### src/rtl/text_dump_pkg.sv
// Shared constants for the text-buffer-to-UART dumper: state codes, control bytes, default geometry.
package text_dump_pkg;

  localparam int DEF_COLS = 80;
  localparam int DEF_ROWS = 30;

  localparam logic [7:0] CR_CHAR    = 8'h0D;
  localparam logic [7:0] LF_CHAR    = 8'h0A;
  localparam logic [7:0] SPACE_CHAR = 8'h20;

  localparam logic [2:0] S_IDLE  = 3'd0;
  localparam logic [2:0] S_ADDR  = 3'd1;
  localparam logic [2:0] S_LATCH = 3'd2;
  localparam logic [2:0] S_SEND  = 3'd3;
  localparam logic [2:0] S_CR    = 3'd4;
  localparam logic [2:0] S_LF    = 3'd5;
  localparam logic [2:0] S_DONE  = 3'd6;

  // Cleared cells hold 0; they go out as a space so the terminal keeps its column alignment.
  function automatic logic [7:0] ascii_to_byte(input logic [6:0] c);
    return (c == 7'd0) ? SPACE_CHAR : {1'b0, c};
  endfunction

endpackage

### src/rtl/text_dump_uart_tx.sv
// Walks the text RAM row by row and streams each cell plus CR[/LF] into a UART TX FIFO.
// States: IDLE wait start | ADDR RAM latency | LATCH grab char | SEND write char | CR/LF line end | DONE pulse.
module text_dump_uart_tx
  import text_dump_pkg::*;
#(
  parameter int COLS      = DEF_COLS,
  parameter int ROWS      = DEF_ROWS,
  parameter int APPEND_LF = 1
) (
  input  logic        clk,
  input  logic        reset,
  input  logic        start,
  output logic        busy,
  output logic        done,
  output logic [11:0] rd_addr,
  input  logic [6:0]  rd_data,
  input  logic        tx_full,
  output logic        wr_uart,
  output logic [7:0]  wr_data
);

  localparam logic [6:0] COL_LAST = 7'(COLS - 1);
  localparam logic [4:0] ROW_LAST = 5'(ROWS - 1);

  logic [2:0] state;
  logic [6:0] col;
  logic [4:0] row;
  logic [7:0] char_q;
  logic       row_end;

  // Writes are gated combinationally by tx_full so a strobe can never land on a full FIFO.
  assign wr_uart = !tx_full && (state == S_SEND || state == S_CR || state == S_LF);
  assign row_end = !tx_full && ((state == S_CR && APPEND_LF == 0) || state == S_LF);
  assign busy    = (state != S_IDLE);
  assign done    = (state == S_DONE);

  always_comb begin
    wr_data = 8'h00;
    if (wr_uart) begin
      case (state)
        S_SEND:  wr_data = char_q;
        S_CR:    wr_data = CR_CHAR;
        S_LF:    wr_data = LF_CHAR;
        default: wr_data = 8'h00;
      endcase
    end
  end

  always_ff @(posedge clk) begin
    if (reset) begin
      state   <= S_IDLE;
      row     <= 5'd0;
      col     <= 7'd0;
      rd_addr <= 12'd0;
      char_q  <= 8'h00;
    end else begin
      case (state)
        S_IDLE: begin
          if (start) begin
            row     <= 5'd0;
            col     <= 7'd0;
            rd_addr <= 12'd0;
            state   <= S_ADDR;
          end
        end
        S_ADDR:  state <= S_LATCH;
        S_LATCH: begin
          char_q <= ascii_to_byte(rd_data);
          state  <= S_SEND;
        end
        S_SEND: begin
          if (!tx_full) begin
            if (col < COL_LAST) begin
              col     <= col + 7'd1;
              rd_addr <= {row, col + 7'd1};
              state   <= S_ADDR;
            end else begin
              state <= S_CR;
            end
          end
        end
        S_CR: begin
          if (!tx_full && APPEND_LF != 0) state <= S_LF;
        end
        S_LF:    state <= S_LF;
        S_DONE:  state <= S_IDLE;
        default: state <= S_IDLE;
      endcase

      // Shared line-end step, reached from CR (no LF) or from LF.
      if (row_end) begin
        if (row < ROW_LAST) begin
          row     <= row + 5'd1;
          col     <= 7'd0;
          rd_addr <= {row + 5'd1, 7'd0};
          state   <= S_ADDR;
        end else begin
          state <= S_DONE;
        end
      end
    end
  end

endmodule

### config.mk
export PLATFORM = sky130hd
export DESIGN_NAME = text_dump_uart_tx
export DESIGN_NICKNAME = d
export VERILOG_FILES = /design/src/rtl/text_dump_pkg.sv /design/src/rtl/text_dump_uart_tx.sv
export SDC_FILE = /design/constraint.sdc
export NUM_CORES = 1
export LEC_CHECK = 0
export BUFFER_PORTS_ARGS = -buffer_cell sky130_fd_sc_hd__buf_4
export CELL_PAD_IN_SITES_DETAIL_PLACEMENT = 0
export CELL_PAD_IN_SITES_GLOBAL_PLACEMENT = 1
export CORE_MARGIN = 5
export CORE_UTILIZATION = 36
export DETAILED_ROUTE_END_ITERATION = 7
export GPL_TIMING_DRIVEN = 1
export HOLD_SLACK_MARGIN = 0.1
export PLACE_DENSITY_LB_ADDON = 0.1
export SLEW_MARGIN = 20
export SYNTH_ARGS = -nofsm -noshare
export SYNTH_HDL_FRONTEND = slang
export SYNTH_SLANG_ARGS = --single-unit
### constraint.sdc
create_clock -name clk -period 1.4 [get_ports clk]
set_input_delay 0.07 -clock clk [delete_from_list [all_inputs] [get_ports clk]]
set_output_delay 0.07 -clock clk [all_outputs]
set_load 0.03 [all_outputs]
==> impl_metrics.py <==
metrics = {
    "timing": {
        "setup_viol": 28,
        "setup_slack_ps": -156,
        "maxSlewViolCount": 0,
        "fmax_mhz": 643,
        "fin_crit_sh_pct": 111,
        "fin_skew_ps": 6.94,
        "rsz0062_at_grt": "yes",
        "period_needed_ps": 1560,
        "finalHoldViolCount": 0,
    },
    "setup_path": {
        "crit_required_ps": 1570,
        "crit_chain": "or3b_4, a21oi_4, o21ai_4, buf_6, nand3_2, a21oi_2",
        "cp.depth": 6,
        "r2r-end": "rd_addr[7]",
        "cp-startpoint": "state[0]",
        "slowest_stage": "or3b_4",
        "crit_family": "simple AND/OR/NAND/NOR gates",
        "critPathBufInv": 1,
        "slowest_delay_ps": 410,
        "reg2regPathDepth": 6,
        "cp-endpoint": "rd_addr[7]",
        "crit_path_end_kind": "flip-flop",
        "arrival_ps": 1730,
        "r2r-start": "state[0]",
        "crit_path_start_kind": "flip-flop",
        "worstSetupPathType": "reg -> reg",
        "r2r_slack_ps": -160,
        "cp_max_fo": 8,
    },
    "detailed_routing": {
        "drt_iter0_markers": 85,
        "ant_nets": 0,
        "num_vias": 2026,
        "first_pass_iters": 4,
        "drc": 0,
        "vias_per_cell": 5.03,
        "routed_wl_mm": 5.50,
        "wl_per_cell_um": 13.6,
    },
    "yosys": {
        "yosysSeqAreaShare_pct": 36.5,
        "synth_warnings": 0,
        "synth_seq_cells": 34,
        "avgSynthCellArea_um2": 7.78,
        "syn_inst": 240,
        "syn_nets": 253,
        "yosys-top-cells-area": "dfxtp_1, a21oi_1, nand2_1, nor2_1, xnor2_1",
        "synth_area_leader_cell": "dfxtp_1",
        "synth_top_area_share_pct": 36.5,
        "synth_area_um2": 1870,
        "synth_edf_count": 0,
        "yosys.cell_count.top_type": "a21oi_1",
        "async_reset_ff_share_pct": 0,
        "yosys_most_used_dff": "dfxtp_1",
        "ys_types": 51,
        "ys_top_cells_by_count": "a21oi_1, dfxtp_1, nand2_1",
    },
    "place": {
        "dp_cells": 372,
        "portBuffers": 32,
        "routabilityCongestion": 0.780,
        "hpwlAfterDp_mm": 3.86,
        "post_dp_cell_area_um2": 2480,
    },
    "final_layout": {
        "final_area_um2": 3100,
        "layout.nets": 345,
        "stdcell_count": 403,
        "num_antenna_cells": 0,
        "area_growth_pct": 66.0,
        "drive_gt1_share_pct": 49.5,
    },
    "clocking": {
        "cts.sinks": 34,
        "path_clk_slew_ps": 70,
        "cts_buffers": 5,
        "ctsHtreeMaxLevel": 2,
        "clk_latency_ps": 290,
        "cts.path.max_buffers": 2,
        "root_buffer": "clkbuf_8",
        "cts_tree": "yes",
    },
    "run_status": {
        "violations": "setup timing",
        "status": "finished with violations",
    },
    "die": {
        "core_um2": 5070,
        "std_cell_rows": 26,
        "die_area_um2": 6730,
        "start_util_pct": 36.8,
        "pin_count": 34,
        "die_h_um": 82.0,
        "fp.dieW_um": 82.0,
    },
    "power": {
        "peakVddDrop_mv": 0.651,
        "p_leak_nw": 1.29,
        "power.density_nw_per_um2": 1140,
    },
    "min_path": {
        "min_path_type": "in -> reg",
    },
    "global_route": {
        "grt_overflow": 0,
        "grt_max_degree": 21,
        "grt_usage_pct": 16.6,
        "first_global_vias": 1846,
        "grt_first_pass_wirelength_mm": 8.69,
        "antenna_found_initial": 0,
    },
    "flow_run": {
        "cap_violations": 0,
    },
}
## cell type report
class,count,area [µm²]
well taps,70,87.6
clock buffers,7,86.3
multi-input cells,187,1350
inverters,2,7.51
fillers,480,1980
flip-flops and latches,34,694
repair buffers,102,868
clock inverters,1,5.00
## worst min path at each step
stage                           from          to  slack, ps  cells after the start
after CTS                      reset   char_q[1]        120                      2
after global placement    rd_data[2]   char_q[2]        330                      3
after floorplan           rd_data[4]   char_q[4]        210                      2
after detailed placement  rd_data[2]   char_q[2]        340                      3
after global routing           reset  rd_addr[7]        110                      2
final                          reset  rd_addr[7]        110                      2
## where the power goes
part	switching, mW	internal (mW)	leakage (nW)	total, mW
clock	0.369	0.397	0.0482	0.766
sequential	0.0886	1.05	0.278	1.14
combinational	0.791	0.831	0.966	1.62
## sequential cells by signal, summed over array words and instances (netlist names)
signal / count
rd_addr: 12
char_q: 7
col: 7
row: 5
state: 3
## cells by family (layout without fill, tap and decap cells)
group | after synthesis | in the layout | synth area share [%]
xor gates and xnor gates | 7 | 7 | 3.28
other | 1 | 1 | 0.201
buffers and inverters | 20 | 112 | 6.10
adders and majority gates | 2 | 2 | 1.34
AOI/OAI and AO/OA | 70 | 71 | 23.5
muxes | 1 | 1 | 0.603
and+or+nand+nor | 105 | 105 | 28.5
DFF | 34 | 34 | 36.5
## through the flow
step                      setup TNS [ps]  power (mW)  hold slack (ps)  worst slack (ps)  util [%]
after floorplan                     -918        1.85              206             -87.1         -
after global placement             -4550        2.25              330              -267      48.9
after detailed placement           -4920        2.26              335              -308      48.9
after CTS                          -2300        3.25              116              -145      55.7
after global routing               -3640        3.72              106              -202      61.1
final                              -1930        3.53              114              -156      61.1
## worst reg2reg max path, cell delays in order, from the launching register on
cell and delay, ps:
dfxtp_4 360, or3b_4 410, a21oi_4 250, o21ai_4 160, buf_6 150, nand3_2 60
a21oi_2 50
## per-layer routing
metal / up-vias / track usage, % / part of all wire [%]
met3: 13 / 3.40 / 3.4
met4: 0 / 5.48 / 2.6
met1: 939 / 20.1 / 46
li1: 1032 / - / -
met2: 42 / 29.0 / 48
met5: - / 0 / 0
## cell usage in the layout (no fill, tap or decap), drive strengths merged, types with 2 or more instances in the layout
master,instances
or3b,2
xor2,2
dlygate4sd3,6
dfxtp,34
buf,95
nor3,8
o221ai,3
and3,3
a21boi,4
a21oi,42
clkbuf,7
xnor2,5
nor3b,2
nand3,8
nand2,33
a31oi,2
nand2b,5
nor2,26
and2,6
o21ai,5
o22ai,2
a22oi,3
ha,2
nor2b,3
inv,2
nand3b,4
a211oi,3
## timing repair
action                     in CTS  in global routing
hold endpoints to repair        7                  0
buffers inserted                5                 10
resized for setup              40                 48
cloned                          0                  1
pin swaps                      10                 34
setup endpoints to repair      41                 40
hold buffers                    7                  0
No activity file was read; power rests on OpenSTA's default activity.
